$ cat src/rtl/lsq_pkg.sv
`default_nettype none
// ============================================================================
// Module  : lsq_pkg
// Purpose : Shared encodings and payload record for the banked-dcache
//           load/store queue (lsq_mbank and lsq_wake_entry).
// Contents: op codes, access-size codes, payload struct.
// Revision: 1.0 - initial release
// ============================================================================
package lsq_pkg;

  // Operation codes. OP_NONE entries hold a slot but never wait on a bank.
  localparam logic [2:0] OP_NONE  = 3'd0;
  localparam logic [2:0] OP_LOAD  = 3'd1;
  localparam logic [2:0] OP_STORE = 3'd2;
  localparam logic [2:0] OP_AMO   = 3'd3;

  // Access size codes.
  localparam logic [1:0] SZ_BYTE = 2'd0;
  localparam logic [1:0] SZ_HALF = 2'd1;
  localparam logic [1:0] SZ_WORD = 2'd2;

  // Payload field widths for tag and ROB index. These are the widths the
  // queue stores; the top-level TAG_BITS/ROB_BITS must not exceed them.
  localparam int LSQ_TAG_W = 6;
  localparam int LSQ_ROB_W = 6;

  typedef struct packed {
    logic [2:0]           op;
    logic [31:0]          addr;
    logic [31:0]          data;
    logic [1:0]           size;
    logic                 sext;
    logic [LSQ_TAG_W-1:0] tag;
    logic [LSQ_ROB_W-1:0] rob;
  } lsq_payload_t;

endpackage : lsq_pkg
`default_nettype wire

$ cat src/rtl/lsq_wake_entry.sv
`default_nettype none
// ============================================================================
// Module  : lsq_wake_entry
// Purpose : Wakeup state of one LSQ slot: valid bit, per-bank pending bits
//           and the MSHR slot index each pending bank waits on.
// Ports   : clk, rst           - clock, synchronous active-high reset
//           clr                - discard this entry (flush)
//           push, is_nop       - write this slot this cycle; op is OP_NONE
//           bank_need/bank_hit - per-bank access and hit flags of the push
//           mshr_wr_idx        - per-bank MSHR slot allocated for the push
//           mshr_fin/_idx      - per-bank fill completion broadcast
//           pop                - slot issued this cycle
//           valid, ready       - slot occupied; occupied with nothing pending
// Revision: 1.0 - initial release
// ============================================================================
module lsq_wake_entry #(
  parameter int NUM_BANKS     = 2,
  parameter int MSHR_IDX_BITS = 3
) (
  input  logic                               clk,
  input  logic                               rst,
  input  logic                               clr,
  input  logic                               push,
  input  logic                               is_nop,
  input  logic [NUM_BANKS-1:0]               bank_need,
  input  logic [NUM_BANKS-1:0]               bank_hit,
  input  logic [NUM_BANKS*MSHR_IDX_BITS-1:0] mshr_wr_idx,
  input  logic [NUM_BANKS-1:0]               mshr_fin,
  input  logic [NUM_BANKS*MSHR_IDX_BITS-1:0] mshr_fin_idx,
  input  logic                               pop,
  output logic                               valid,
  output logic                               ready
);

  logic [NUM_BANKS-1:0]                    pend;
  logic [NUM_BANKS-1:0][MSHR_IDX_BITS-1:0] idx;
  logic [NUM_BANKS-1:0]                    push_pend;
  logic [NUM_BANKS-1:0]                    wake;

  for (genvar b = 0; b < NUM_BANKS; b++) begin : g_bank
    // A fill finishing on the very slot being allocated this cycle would be
    // missed by the stored-index compare, so treat it as already done.
    assign push_pend[b] = bank_need[b] && !bank_hit[b] && !is_nop &&
                          !(mshr_fin[b] &&
                            mshr_fin_idx[b*MSHR_IDX_BITS +: MSHR_IDX_BITS] ==
                            mshr_wr_idx[b*MSHR_IDX_BITS +: MSHR_IDX_BITS]);
    assign wake[b] = pend[b] && mshr_fin[b] &&
                     (idx[b] == mshr_fin_idx[b*MSHR_IDX_BITS +: MSHR_IDX_BITS]);
  end

  always_ff @(posedge clk) begin
    if (rst || clr) begin
      valid <= 1'b0;
      pend  <= '0;
    end else if (push) begin
      valid <= 1'b1;
      pend  <= push_pend;
    end else begin
      if (pop) begin
        valid <= 1'b0;
      end
      pend <= pend & ~wake;
    end
  end

  // Stored indices are only meaningful while the matching pend bit is set.
  always_ff @(posedge clk) begin
    if (push) begin
      for (int b = 0; b < NUM_BANKS; b++) begin
        idx[b] <= mshr_wr_idx[b*MSHR_IDX_BITS +: MSHR_IDX_BITS];
      end
    end
  end

  assign ready = valid && (pend == '0);

endmodule : lsq_wake_entry
`default_nettype wire

$ cat src/rtl/lsq_mbank.sv
`default_nettype none
// ============================================================================
// Module  : lsq_mbank
// Purpose : In-order load/store queue for a banked dcache. Entries wait on
//           per-bank MSHR fills and issue from the head in allocation order.
// Ports   : clk, rst, flush     - clock, sync active-high reset, discard all
//           alloc/alloc_ready   - push request and backpressure
//           op_in..rob_in       - payload of the push
//           bank_need/bank_hit  - per-bank access/hit of the push
//           mshr_wr_idx         - per-bank MSHR slot for a missing push
//           mshr_fin/_idx       - per-bank fill completion broadcast
//           out_valid/out_ready - head issue handshake
//           op_out..rob_out     - head payload (don't-care when !out_valid)
//           full, empty, count  - occupancy
// Revision: 1.0 - initial release
// ============================================================================
module lsq_mbank
  import lsq_pkg::*;
#(
  parameter int DEPTH         = 8,
  parameter int NUM_BANKS     = 2,
  parameter int MSHR_IDX_BITS = 3,
  parameter int TAG_BITS      = 6,
  parameter int ROB_BITS      = 6
) (
  input  logic                               clk,
  input  logic                               rst,
  input  logic                               flush,
  input  logic                               alloc,
  output logic                               alloc_ready,
  input  logic [2:0]                         op_in,
  input  logic [31:0]                        addr_in,
  input  logic [31:0]                        data_in,
  input  logic [1:0]                         size_in,
  input  logic                               sext_in,
  input  logic [TAG_BITS-1:0]                tag_in,
  input  logic [ROB_BITS-1:0]                rob_in,
  input  logic [NUM_BANKS-1:0]               bank_need,
  input  logic [NUM_BANKS-1:0]               bank_hit,
  input  logic [NUM_BANKS*MSHR_IDX_BITS-1:0] mshr_wr_idx,
  input  logic [NUM_BANKS-1:0]               mshr_fin,
  input  logic [NUM_BANKS*MSHR_IDX_BITS-1:0] mshr_fin_idx,
  output logic                               out_valid,
  input  logic                               out_ready,
  output logic [2:0]                         op_out,
  output logic [31:0]                        addr_out,
  output logic [31:0]                        data_out,
  output logic [1:0]                         size_out,
  output logic                               sext_out,
  output logic [TAG_BITS-1:0]                tag_out,
  output logic [ROB_BITS-1:0]                rob_out,
  output logic                               full,
  output logic                               empty,
  output logic [$clog2(DEPTH+1)-1:0]         count
);

  localparam int PTR_W = $clog2(DEPTH);
  localparam int CNT_W = $clog2(DEPTH+1);

  logic [PTR_W-1:0] head;
  logic [PTR_W-1:0] tail;
  logic [CNT_W-1:0] cnt;

  lsq_payload_t     mem [DEPTH];
  lsq_payload_t     pl_in;
  lsq_payload_t     pl_head;

  logic [DEPTH-1:0] ent_valid;
  logic [DEPTH-1:0] ent_ready;
  logic             do_push;
  logic             do_pop;

  assign full        = (cnt == CNT_W'(DEPTH));
  assign empty       = (cnt == '0);
  assign count       = cnt;
  assign alloc_ready = !full;

  // Flush wins over any same-cycle push or pop.
  assign do_push = alloc && !full && !flush;
  assign do_pop  = out_valid && out_ready && !flush;

  assign out_valid = ent_ready[head];

  for (genvar i = 0; i < DEPTH; i++) begin : g_entry
    lsq_wake_entry #(
      .NUM_BANKS     (NUM_BANKS),
      .MSHR_IDX_BITS (MSHR_IDX_BITS)
    ) u_entry (
      .clk          (clk),
      .rst          (rst),
      .clr          (flush),
      .push         (do_push && (tail == PTR_W'(i))),
      .is_nop       (op_in == OP_NONE),
      .bank_need    (bank_need),
      .bank_hit     (bank_hit),
      .mshr_wr_idx  (mshr_wr_idx),
      .mshr_fin     (mshr_fin),
      .mshr_fin_idx (mshr_fin_idx),
      .pop          (do_pop && (head == PTR_W'(i))),
      .valid        (ent_valid[i]),
      .ready        (ent_ready[i])
    );
  end

  // Pointers and occupancy. Pointer arithmetic wraps because DEPTH is a
  // power of two; full/empty come from the count alone.
  always_ff @(posedge clk) begin
    if (rst || flush) begin
      head <= '0;
      tail <= '0;
      cnt  <= '0;
    end else begin
      if (do_push) begin
        tail <= tail + PTR_W'(1);
      end
      if (do_pop) begin
        head <= head + PTR_W'(1);
      end
      if (do_push && !do_pop) begin
        cnt <= cnt + CNT_W'(1);
      end else if (do_pop && !do_push) begin
        cnt <= cnt - CNT_W'(1);
      end
    end
  end

  assign pl_in.op   = op_in;
  assign pl_in.addr = addr_in;
  assign pl_in.data = data_in;
  assign pl_in.size = size_in;
  assign pl_in.sext = sext_in;
  assign pl_in.tag  = LSQ_TAG_W'(tag_in);
  assign pl_in.rob  = LSQ_ROB_W'(rob_in);

  // Payload storage carries no reset; validity lives in the entries.
  always_ff @(posedge clk) begin
    if (do_push) begin
      mem[tail] <= pl_in;
    end
  end

  assign pl_head  = mem[head];
  assign op_out   = pl_head.op;
  assign addr_out = pl_head.addr;
  assign data_out = pl_head.data;
  assign size_out = pl_head.size;
  assign sext_out = pl_head.sext;
  assign tag_out  = TAG_BITS'(pl_head.tag);
  assign rob_out  = ROB_BITS'(pl_head.rob);

endmodule : lsq_mbank
`default_nettype wire

$ cat config.mk
export PLATFORM = sky130hd
export DESIGN_NAME = lsq_mbank
export DESIGN_NICKNAME = d
export VERILOG_FILES = /design/src/rtl/lsq_pkg.sv /design/src/rtl/lsq_wake_entry.sv /design/src/rtl/lsq_mbank.sv
export SDC_FILE = /design/constraint.sdc
export NUM_CORES = 1
export LEC_CHECK = 0
export CAP_MARGIN = 20
export CORE_ASPECT_RATIO = 1.75
export CORE_MARGIN = 2
export CORE_UTILIZATION = 25
export CTS_BUF_LIST = sky130_fd_sc_hd__clkbuf_8
export DETAILED_ROUTE_END_ITERATION = 10
export SYNTH_ARGS = -nofsm -noshare
export SYNTH_HDL_FRONTEND = slang
export SYNTH_SLANG_ARGS = --single-unit
$ cat constraint.sdc
create_clock -name clk -period 7.18 [get_ports clk]
set_input_delay 0.718 -clock clk [delete_from_list [all_inputs] [get_ports clk]]
set_output_delay 0.718 -clock clk [all_outputs]
set_load 0.02 [all_outputs]
==> results.md <==
* Syn avg cell area at about 22 µm²
* CTS Buf Count at 113
* Sink Count at roughly 740
* Htree depth at 3
* Seq/Total Area, Yosys at between 70% and 80%
* Netlist cell types at 45
* Fin crit share at 61.6%
* Clock skew at 0.0243 ns
* Mapped Cells at approximately 1300
* Total congestion overflow at 0
* Layout Nets at about 1700
* Pleak at approximately 10 nW
* Post-CTS Setup Inserts at 0
* Top cell type's share of synthesized area at 74.1%
* WHS at ~0.47 ns
* Commonest cells in the netlist: edfxtp_1, mux4_2, mux2_2
* Ys flop type: edfxtp_1
* CTS Hold Bufs at 0
* Crit path kind: flip-flop to output port
* # port buffers at roughly 190
* CORE AREA at between 0.1 and 0.15 mm²
* Fmax at roughly 230 MHz
* Cell Int Power at around 6.7 mW
* Combinational power share at around 4.3%
* Post-route DRC at 0
* CTS tree: yes
* Layout cell share with drive strength beyond 1 at between 20% and 30%
* Worst Hold Class: flip-flop to flip-flop
* Sw power at about 1.8 mW
* Clock root buffer: clkbuf_8
* Via/cell ratio at between 4 and 5
* Seq cells post-synth at roughly 740
* Worst vdd ir at roughly 0.00013 V
* Top-count cell post-synth: edfxtp_1
* Final Hold Viols at 0
* Synthesized cell area at roughly 0.029 mm²
* DRC marker count from the first detailed-route iteration at 862
* MaxCap Viol Count at 0
* Synth-to-layout area growth at 21.4%
* Cell Count, Final, Fillers Out at approximately 3200
* Rows at 164
* CP required at ~6.5 ns
* CP Capture Type: output port
* Die Width at 259 µm
* Critical hold path startpoint: g_entry[7].u_entry.pend[1]$_SDFF_PP0_
* Total wire length at 66.9 mm
* Share of flip-flops with an asynchronous set or reset at 0%
* Post-synth EDFFs at roughly 700
* Leading area contributor after synthesis: edfxtp_1
* Final Util at a little under a third
* YS warnings at 0
* Total power at about 8.6 mW
* Vias in the first global route at roughly 15000
* Post-CTS resize count at 0
* Clk Latency, worst-skew pair at around 0.72 ns
* PwrDens at ~250 mW/mm²
* Clk buf depth at 3
* Final setup viols at 0
* Top cells by area, synth: edfxtp_1, mux4_2, mux2_2, dfxtp_1, xnor2_1
* Status: finished clean
* Total global-route track usage at between 10 and 15%
* Initial antenna violation count at 23
* Crit path max fanout at 94
* RSZ-0062 raised after global routing: no
* Die Y at ~450 µm
* TNS Setup at 0 ns
* Initial Utilization at between 20% and 30%
* Power share of the sequential group at 55.9%
* Crit path DAT at roughly 3.7 ns
* Switching share of power at 21.5%
* HPWL Detailed at between 30 and 40 mm
* Die Area at around 0.12 mm²
* Routed Antenna Nets at 0
* Setup crit start kind: flip-flop
* Power share of the clock group at between 30% and 40%
* Largest net degree at the start of global routing at 95
* DR pass1 iterations at 5
* Syn Nets at ~1400
* Placed Cells at 2943
* Worst-path clk slew at 0.06 ns
* Io pins at roughly 200
* Routability congestion estimate at slightly below 0.8
* Fin crit period at between 4 and 5 ns
* Reg2reg start: head[0]$_SDFFE_PP0P_
* Fin. max-slew vios at 0
* Drt wl/cell at 21.2 µm
* Vias at approximately 14000
* Slew Limit Headroom at about a quarter
* Worst Tran Pin Value at 1.10 ns
* First-pass GRT wire length at between 90 and 100 mm
stage by stage:
stage / instance area, µm² / worst slack (ns)
floorplan: 28500 / 1.92
global placement: 32300 / 3.00
detailed placement: 32400 / 2.97
CTS: 34600 / 2.45
global route: 34600 / 2.51
finish: 34600 / 2.76
layout make-up:
cell class	count	area (µm²)
Sequential cell	741	21900
Antenna cell	4	10.0
Fill cell	11000	79000
Inverter	17	63.8
Multi-Input combinational cell	476	6380
Timing Repair Buffer	217	2180
Tap cell	1494	1870
Clock buffer	114	1570
Clock inverter	98	663
state kept, by name, summed over array words and instances (netlist names), named ones only:
| signal | count |
|---|---|
| count | 4 |
| mem | 656 |
| tail | 3 |
| g_entry.u_entry.valid | 8 |
| g_entry.u_entry.pend | 16 |
| g_entry.u_entry.idx | 48 |
| head | 3 |
worst paths after layout:
check	to	slack [ns]	depth (start not counted)
setup / recovery	addr_out[7]	2.76	4
hold / removal	g_entry[7].u_entry.pend[1]$_SDFF_PP0_	0.47	2
setup reg to reg	count[3]$_SDFFE_PP0P_	3.56	13
hold reg to reg	g_entry[7].u_entry.pend[1]$_SDFF_PP0_	0.47	2
kinds of logic (layout without fill, tap and decap cells):
logic type                 count (synthesis)  after routing  synth area share [%]
AOI/OAI and AO/OA                         51             51                  1.25
xor gates and xnor gates                  58             58                  1.78
adders and majority gates                 16             16                 0.728
buffers and inverters                     76            446                  1.14
DFF                                      741            741                  76.7
muxes                                    248            248                  16.3
other                                      0              4                     0
and+or+nand+nor                          103            103                  2.12
per-layer routing:
layer,track usage (%),up-vias,share of wire (%)
li1,-,5937,-
met1,12.7,7075,38
met2,20.8,355,54
met3,3.14,135,6.0
met4,3.53,24,2.1
met5,0,-,0.23
worst max-delay path, stage by stage, from the launching register on:
cell and delay [ns]:
dfxtp_4 0.60, buf_12 0.48, mux4_2 0.61, mux2_2 0.35, clkdlybuf4s50_1 0.57
placed cells by master (no fill, tap or decap), drive strengths merged, types with 2 or more instances in the layout:
| cell type | count |
|---|---|
| clkinvlp | 3 |
| bufinv | 8 |
| edfxtp | 704 |
| clkinv | 50 |
| nand3 | 25 |
| buf | 23 |
| diode | 4 |
| nor4b | 7 |
| mux4 | 164 |
| a311oi | 5 |
| nor3b | 3 |
| nand4 | 17 |
| inv | 54 |
| clkbuf | 114 |
| or2 | 2 |
| o21ai | 7 |
| a211oi | 3 |
| xnor2 | 57 |
| dfxtp | 37 |
| a21o | 2 |
| nor3 | 4 |
| a21oi | 23 |
| a31oi | 7 |
| nand2 | 20 |
| ha | 15 |
| clkdlybuf4s50 | 194 |
| a2111oi | 2 |
| nor2 | 19 |
| mux2i | 2 |
| mux2 | 82 |
power groups by stage:
stage                     logic, mW  registers, mW  clock network (mW)
final                         0.370           4.79                3.41
after floorplan               0.159           4.88                   0
after CTS                     0.380           4.79                3.54
after global placement        0.368           4.88                   0
after detailed placement      0.378           4.88                   0
after global routing          0.400           4.79                3.71
Power figures use the tool's default switching activity.
